--- config.mk ---
export PLATFORM = sky130hd
export DESIGN_NAME = instr_fetch_unit
export DESIGN_NICKNAME = d
export VERILOG_FILES = /design/src/rtl/fetch_pkg.sv /design/src/rtl/fetch_queue.sv /design/src/rtl/instr_fetch_unit.sv
export SDC_FILE = /design/constraint.sdc
export NUM_CORES = 1
export LEC_CHECK = 0
export ABC_AREA = 1
export BUFFER_PORTS_ARGS = -buffer_cell sky130_fd_sc_hd__buf_2
export CORE_MARGIN = 2
export CORE_UTILIZATION = 48
export CTS_CLUSTER_DIAMETER = 40
export DETAILED_ROUTE_END_ITERATION = 7
export PLACE_DENSITY_LB_ADDON = 0.3
export SYNTH_ARGS = -nofsm -noshare
export SYNTH_HDL_FRONTEND = slang
export SYNTH_SLANG_ARGS = --single-unit
export TNS_END_PERCENT = 50
--- constraint.sdc ---
create_clock -name clk -period 1.45 [get_ports clk]
set_input_delay 0.29 -clock clk [delete_from_list [all_inputs] [get_ports clk]]
set_output_delay 0.29 -clock clk [all_outputs]
set_load 0.02 [all_outputs]
--- src/rtl/fetch_pkg.sv ---
// Shared types and constants for the RV32I fetch stage.
package fetch_pkg;

    typedef struct packed {
        logic [31:0] pc;
        logic [31:0] instr;
    } fetch_entry_t;

    localparam logic [31:0] PC_STEP          = 32'd4;
    localparam logic [31:0] RESET_PC_DEFAULT = 32'h0000_0000;

endpackage

--- src/rtl/fetch_queue.sv ---
// Prefetch queue: DEPTH-entry circular buffer of {pc, instr} with push/pop/flush.
module fetch_queue
    import fetch_pkg::*;
#(
    parameter int DEPTH = 2
) (
    input  logic                     clk,
    input  logic                     reset_n,
    input  logic                     push,
    input  logic                     pop,
    input  logic                     flush,
    input  fetch_entry_t             wr_entry,
    output fetch_entry_t             head,
    output logic [$clog2(DEPTH):0]   occupancy
);

    localparam int PW = $clog2(DEPTH);
    localparam logic [PW-1:0] PTR_ONE = PW'(1);
    localparam logic [PW:0]   OCC_ONE = (PW + 1)'(1);

    fetch_entry_t  mem [DEPTH];
    logic [PW-1:0] rd_ptr;
    logic [PW-1:0] wr_ptr;

    // Pointers wrap naturally because DEPTH is a power of two.
    always_ff @(posedge clk or negedge reset_n) begin
        if (!reset_n) begin
            for (int i = 0; i < DEPTH; i++) begin
                mem[i] <= '0;
            end
            rd_ptr    <= '0;
            wr_ptr    <= '0;
            occupancy <= '0;
        end else if (flush) begin
            rd_ptr    <= '0;
            wr_ptr    <= '0;
            occupancy <= '0;
        end else begin
            if (push) begin
                mem[wr_ptr] <= wr_entry;
                wr_ptr      <= wr_ptr + PTR_ONE;
            end
            if (pop) begin
                rd_ptr <= rd_ptr + PTR_ONE;
            end
            case ({push, pop})
                2'b10:   occupancy <= occupancy + OCC_ONE;
                2'b01:   occupancy <= occupancy - OCC_ONE;
                default: occupancy <= occupancy;
            endcase
        end
    end

    assign head = mem[rd_ptr];

endmodule

--- src/rtl/instr_fetch_unit.sv ---
// RV32I fetch stage: PC register, ROM addressing, prefetch queue and redirect handling.
// Optional misaligned-redirect trap enabled by defining MISALIGN_TRAP_EN.
module instr_fetch_unit
    import fetch_pkg::*;
#(
    parameter logic [31:0] RESET_PC = RESET_PC_DEFAULT,
    parameter int          DEPTH    = 2
) (
    input  logic                     clk,
    input  logic                     reset_n,
    output logic [31:0]              imem_addr,
    input  logic [31:0]              imem_data,
    input  logic                     redirect_valid,
    input  logic [31:0]              redirect_pc,
    output logic                     out_valid,
    output logic [31:0]              out_instr,
    output logic [31:0]              out_pc,
    input  logic                     out_ready,
    output logic                     fetch_fault,
    output logic [$clog2(DEPTH):0]   occupancy
);

    localparam int CW = $clog2(DEPTH) + 1;
    localparam logic [CW-1:0] OCC_FULL = CW'(DEPTH);

    logic [31:0]  fetch_pc;
    logic [31:0]  redirect_target;
    logic         fault_halt;
    logic         push;
    logic         pop;
    fetch_entry_t wr_entry;
    fetch_entry_t head;

    assign imem_addr = fetch_pc;
    assign out_valid = (occupancy != '0);
    assign pop       = out_valid && out_ready;
    assign push      = !redirect_valid && !fault_halt && ((occupancy < OCC_FULL) || pop);

`ifdef MISALIGN_TRAP_EN
    assign redirect_target = redirect_pc;

    // Halt persists until a redirect lands on an aligned target.
    always_ff @(posedge clk or negedge reset_n) begin
        if (!reset_n) begin
            fault_halt <= 1'b0;
        end else if (redirect_valid) begin
            fault_halt <= (redirect_pc[1:0] != 2'b00);
        end
    end
`else
    logic unused_redirect_lsbs;
    assign unused_redirect_lsbs = ^redirect_pc[1:0];
    assign redirect_target      = {redirect_pc[31:2], 2'b00};
    assign fault_halt           = 1'b0;
`endif

    assign fetch_fault = fault_halt;

    always_ff @(posedge clk or negedge reset_n) begin
        if (!reset_n) begin
            fetch_pc <= RESET_PC;
        end else if (redirect_valid) begin
            fetch_pc <= redirect_target;
        end else if (push) begin
            fetch_pc <= fetch_pc + PC_STEP;
        end
    end

    assign wr_entry.pc    = fetch_pc;
    assign wr_entry.instr = imem_data;

    fetch_queue #(
        .DEPTH (DEPTH)
    ) u_queue (
        .clk       (clk),
        .reset_n   (reset_n),
        .push      (push),
        .pop       (pop),
        .flush     (redirect_valid),
        .wr_entry  (wr_entry),
        .head      (head),
        .occupancy (occupancy)
    );

    assign out_instr = head.instr;
    assign out_pc    = head.pc;

endmodule

==> results.toml <==
[global_route]
top_usage_layer = "met2"
grt_use_met2_pct = 39.2
grt.overflow.total = 0
grt_max_degree = 63
grt_resource_usage_total_pct = 23.8
grt_first_pass_wirelength_um = 31800
met3_usage_grt_pct = 4.76
antenna_found_initial = 0
grt_util_met1_pct = 32.5
via_count_of_the_first_global_routing_pass = 6593

[final_layout]
most-common-layout-cells = "330 x sky130_fd_sc_hd__nand2_1, 145 x sky130_fd_sc_hd__dfrtp_1, 91 x sky130_fd_sc_hd__buf_6"
antenna_cells = 0
flow.area_growth_from_synthesis_pct = 43.7
final-seq-area_um2 = 3970
fin_cells = 1439
multiInputGateArea_um2 = 3650
layout_commonest_cell = "sky130_fd_sc_hd__nand2_1"
finish.utilization_pct = 70.3
num-nets-final = 1281
count_of_fill_cells_added_during_filler_insertion = 1251
fraction_of_final_layout_cells_with_drive_strength_greater_than_1_pct = 35.2

[die]
io-pin-count = 168
floorplan.core_area_um2 = 15800
row_count = 46
die_x_um = 131
floorplan.initialDensity_pct = 48.9
die-area_um2 = 17100
chipHeight_um = 131

[sta]
timing_max_transition_violations_final = 0
maximum_achievable_frequency_mhz = 569
grt_setup_unrepaired = "true"
post-route-period-util_pct = 121
final_hold_viol_count = 0
fin_worst_skew_ps = 6.40
layout_setup_ws_ps = -309
finalSetupViolCount = 69
final_period_minus_worst_setup_slack_ps = 1760

[routing]
drt_pass1_iterations = 8
final_antenna_net_count = 0
drt-total-wl_um = 22000
drc_errors = 0
detailed_route_iter0_violations = 591
wl_per_cell_um = 15.3
route.vias.total = 7330
detail_route.vias_per_cell = 5.09

[yosys]
synth.area.top_cells = "sky130_fd_sc_hd__dfrtp_1 51%, sky130_fd_sc_hd__nand2_1 21%, sky130_fd_sc_hd__o21ai_0 4.7%"
synth_top_family_by_area = "simple AND/OR/NAND/NOR gates"
synth-xor-area-share_pct = 0.568
synth-seq-cells = 158
yosys.area_share.simple_pct = 27.9
synthMuxAreaShare_pct = 0
synthCells = 1002
synth-main-ff-cell = "sky130_fd_sc_hd__dfrtp_1"
synth_cell_types = 35
synth_enable_flop_cells = 0
synth_largest_area_cell = "sky130_fd_sc_hd__dfrtp_1"
synth_adder_area_share_pct = 0.162
syn_area_um2 = 7710
synth-compound-area-share_pct = 11.4
synthDominantCellAreaShare_pct = 51.3
share_of_synthesized_flip_flops_with_an_asynchronous_set_or_reset_pct = 100
yosys_warning_count = 0
synthesis.area_per_instance_um2 = 7.70
proportion_of_synthesized_chip_area_in_sequential_cells_pct = 51.3

[place]
place_hpwl_um = 13500
port_buffers = 160
finalWeightedCongestion = 0.914
dp.cells = 1380
place_ws_ps = -40.0

[worst_setup_path]
crit_required_ps = 1160
worstSetupPathType = "reg2out"
cp.arrival_ps = 1470
crit_fanout = 6
timing.critical_path.to_type = "output pin"
worstSetupStartpointType = "register"

[clocking]
clk_latency_ps = 420
clock_pin_slew_worst_setup_and_hold_paths_ps = 60
tritoncts_clock_tree = "yes"
cts-root-buf = "sky130_fd_sc_hd__clkbuf_16"
htreeDepth = 4
cts_max_path_buffers = 2
cts-buffers-inserted = 17
clkSinkCount = 158

[flow_run]
maxCapViolations = 0

[outcome]
run_status = "complete, but fails checks"
failed_checks = "setup timing"

[min_path]
hold_class = "in2reg"

[pwr]
leakagePower_nw = 5.59
ir_worst_vdd_uv = 859
power_density_nw_per_um2 = 1360
report.power.total_w = 0.0151
## through the flow
| stage | setup TNS [ps] | hold slack (ps) | instance area (um2) |
|---|---|---|---|
| 2_1_floorplan | -167 | -5.59 | 7750 |
| 3_3_place_gp | 0 | 183 | 9010 |
| 3_5_place_dp | -107 | 187 | 9010 |
| 4_1_cts | -19730 | 62.8 | 10100 |
| 5_1_grt | -23870 | 90.2 | 11100 |
| 6_report | -17230 | 81.0 | 11100 |
## what timing repair did
item / in CTS / in global routing
hold endpoints to repair: 24 / 0
hold buffers: 1 / 0
cloned: 2 / 10
gates resized for setup: 138 / 219
setup buffers: 2 / 16
endpoints found under the setup margin: 81 / 164
pin swaps: 1 / 51
## worst max-delay path, cell delays in order (launching register included)
cell	delay [ps]
sky130_fd_sc_hd__dfrtp_2	410
sky130_fd_sc_hd__buf_12	150
sky130_fd_sc_hd__clkinv_8	80
sky130_fd_sc_hd__clkbuf_16	170
sky130_fd_sc_hd__nand2_4	50
sky130_fd_sc_hd__nand2_2	80
sky130_fd_sc_hd__buf_6	110
## synthesized netlist by cell type, types with 4 or more instances
cell type                  instances
sky130_fd_sc_hd__buf_6            14
sky130_fd_sc_hd__buf_2             7
sky130_fd_sc_hd__nor2_4            5
sky130_fd_sc_hd__o21ai_1          69
sky130_fd_sc_hd__nor2_1           38
sky130_fd_sc_hd__nand2_1         426
sky130_fd_sc_hd__nand3_1          38
sky130_fd_sc_hd__buf_4             5
sky130_fd_sc_hd__inv_2             4
sky130_fd_sc_hd__a21oi_1           8
sky130_fd_sc_hd__a22oi_1          12
sky130_fd_sc_hd__xor2_1            5
sky130_fd_sc_hd__o21ai_0          73
sky130_fd_sc_hd__inv_1            83
sky130_fd_sc_hd__nand2_2           4
sky130_fd_sc_hd__clkbuf_1         26
sky130_fd_sc_hd__dfrtp_1         158
## report_power, final
part / switching [W] / internal [W] / total [W]
Combinational: 0.00259 / 0.00212 / 0.00470
Clock: 0.00170 / 0.00282 / 0.00452
Sequential: 0.000611 / 0.00527 / 0.00588
## state kept, by name (all words and copies together) (netlist names)
| signal | flops |
|---|---|
| u_queue.wr_ptr | 1 |
| u_queue.mem | 124 |
| u_queue.rd_ptr | 1 |
| imem_addr | 30 |
| u_queue.occupancy | 2 |
## area by class of cell
type	instances	share of cell area, %
multi-input cells	708	32.9
repair inverters	1	0.147
inverters	88	3.21
flip-flops and latches	158	35.8
clock inverters	7	1.02
repair buffers	238	20.1
clock buffers	23	4.31
well taps	216	2.44
## path summary, 6_finish.rpt
check / from / to / slack [ps] / depth (start not counted)
max in group asynchronous: reset_n / u_queue.mem[90] / 580 / 3
worst min register to register: u_queue.mem[126] / u_queue.mem[126] / 480 / 2
worst max register to register: imem_addr[8] / imem_addr[19] / -70 / 8
worst min-delay path: redirect_pc[23] / imem_addr[23] / 80 / 3
worst max-delay path: u_queue.rd_ptr / out_instr[16] / -310 / 6
min in group asynchronous: reset_n / u_queue.mem[7] / 320 / 2
## layer usage
metal  wire [um]  vias up  share of wire [%]
met5           0        -                  0
met4         404        0                1.8
met3        1400       36                6.3
met2       11100      261                 50
met1        9170     3459                 42
li1            -     3574                  -
## cell families (layout without fill, tap and decap cells)
kind of cell | count (synthesis) | after routing
AO/OA/AOI/OAI | 168 | 168
adder cells (fa/ha/maj) | 1 | 1
other | 1 | 5
XOR/XNOR | 5 | 5
AND/OR/NAND/NOR | 528 | 529
flip-flops | 158 | 158
buffers and inverters | 141 | 357
(Power assumes the default switching activity.)
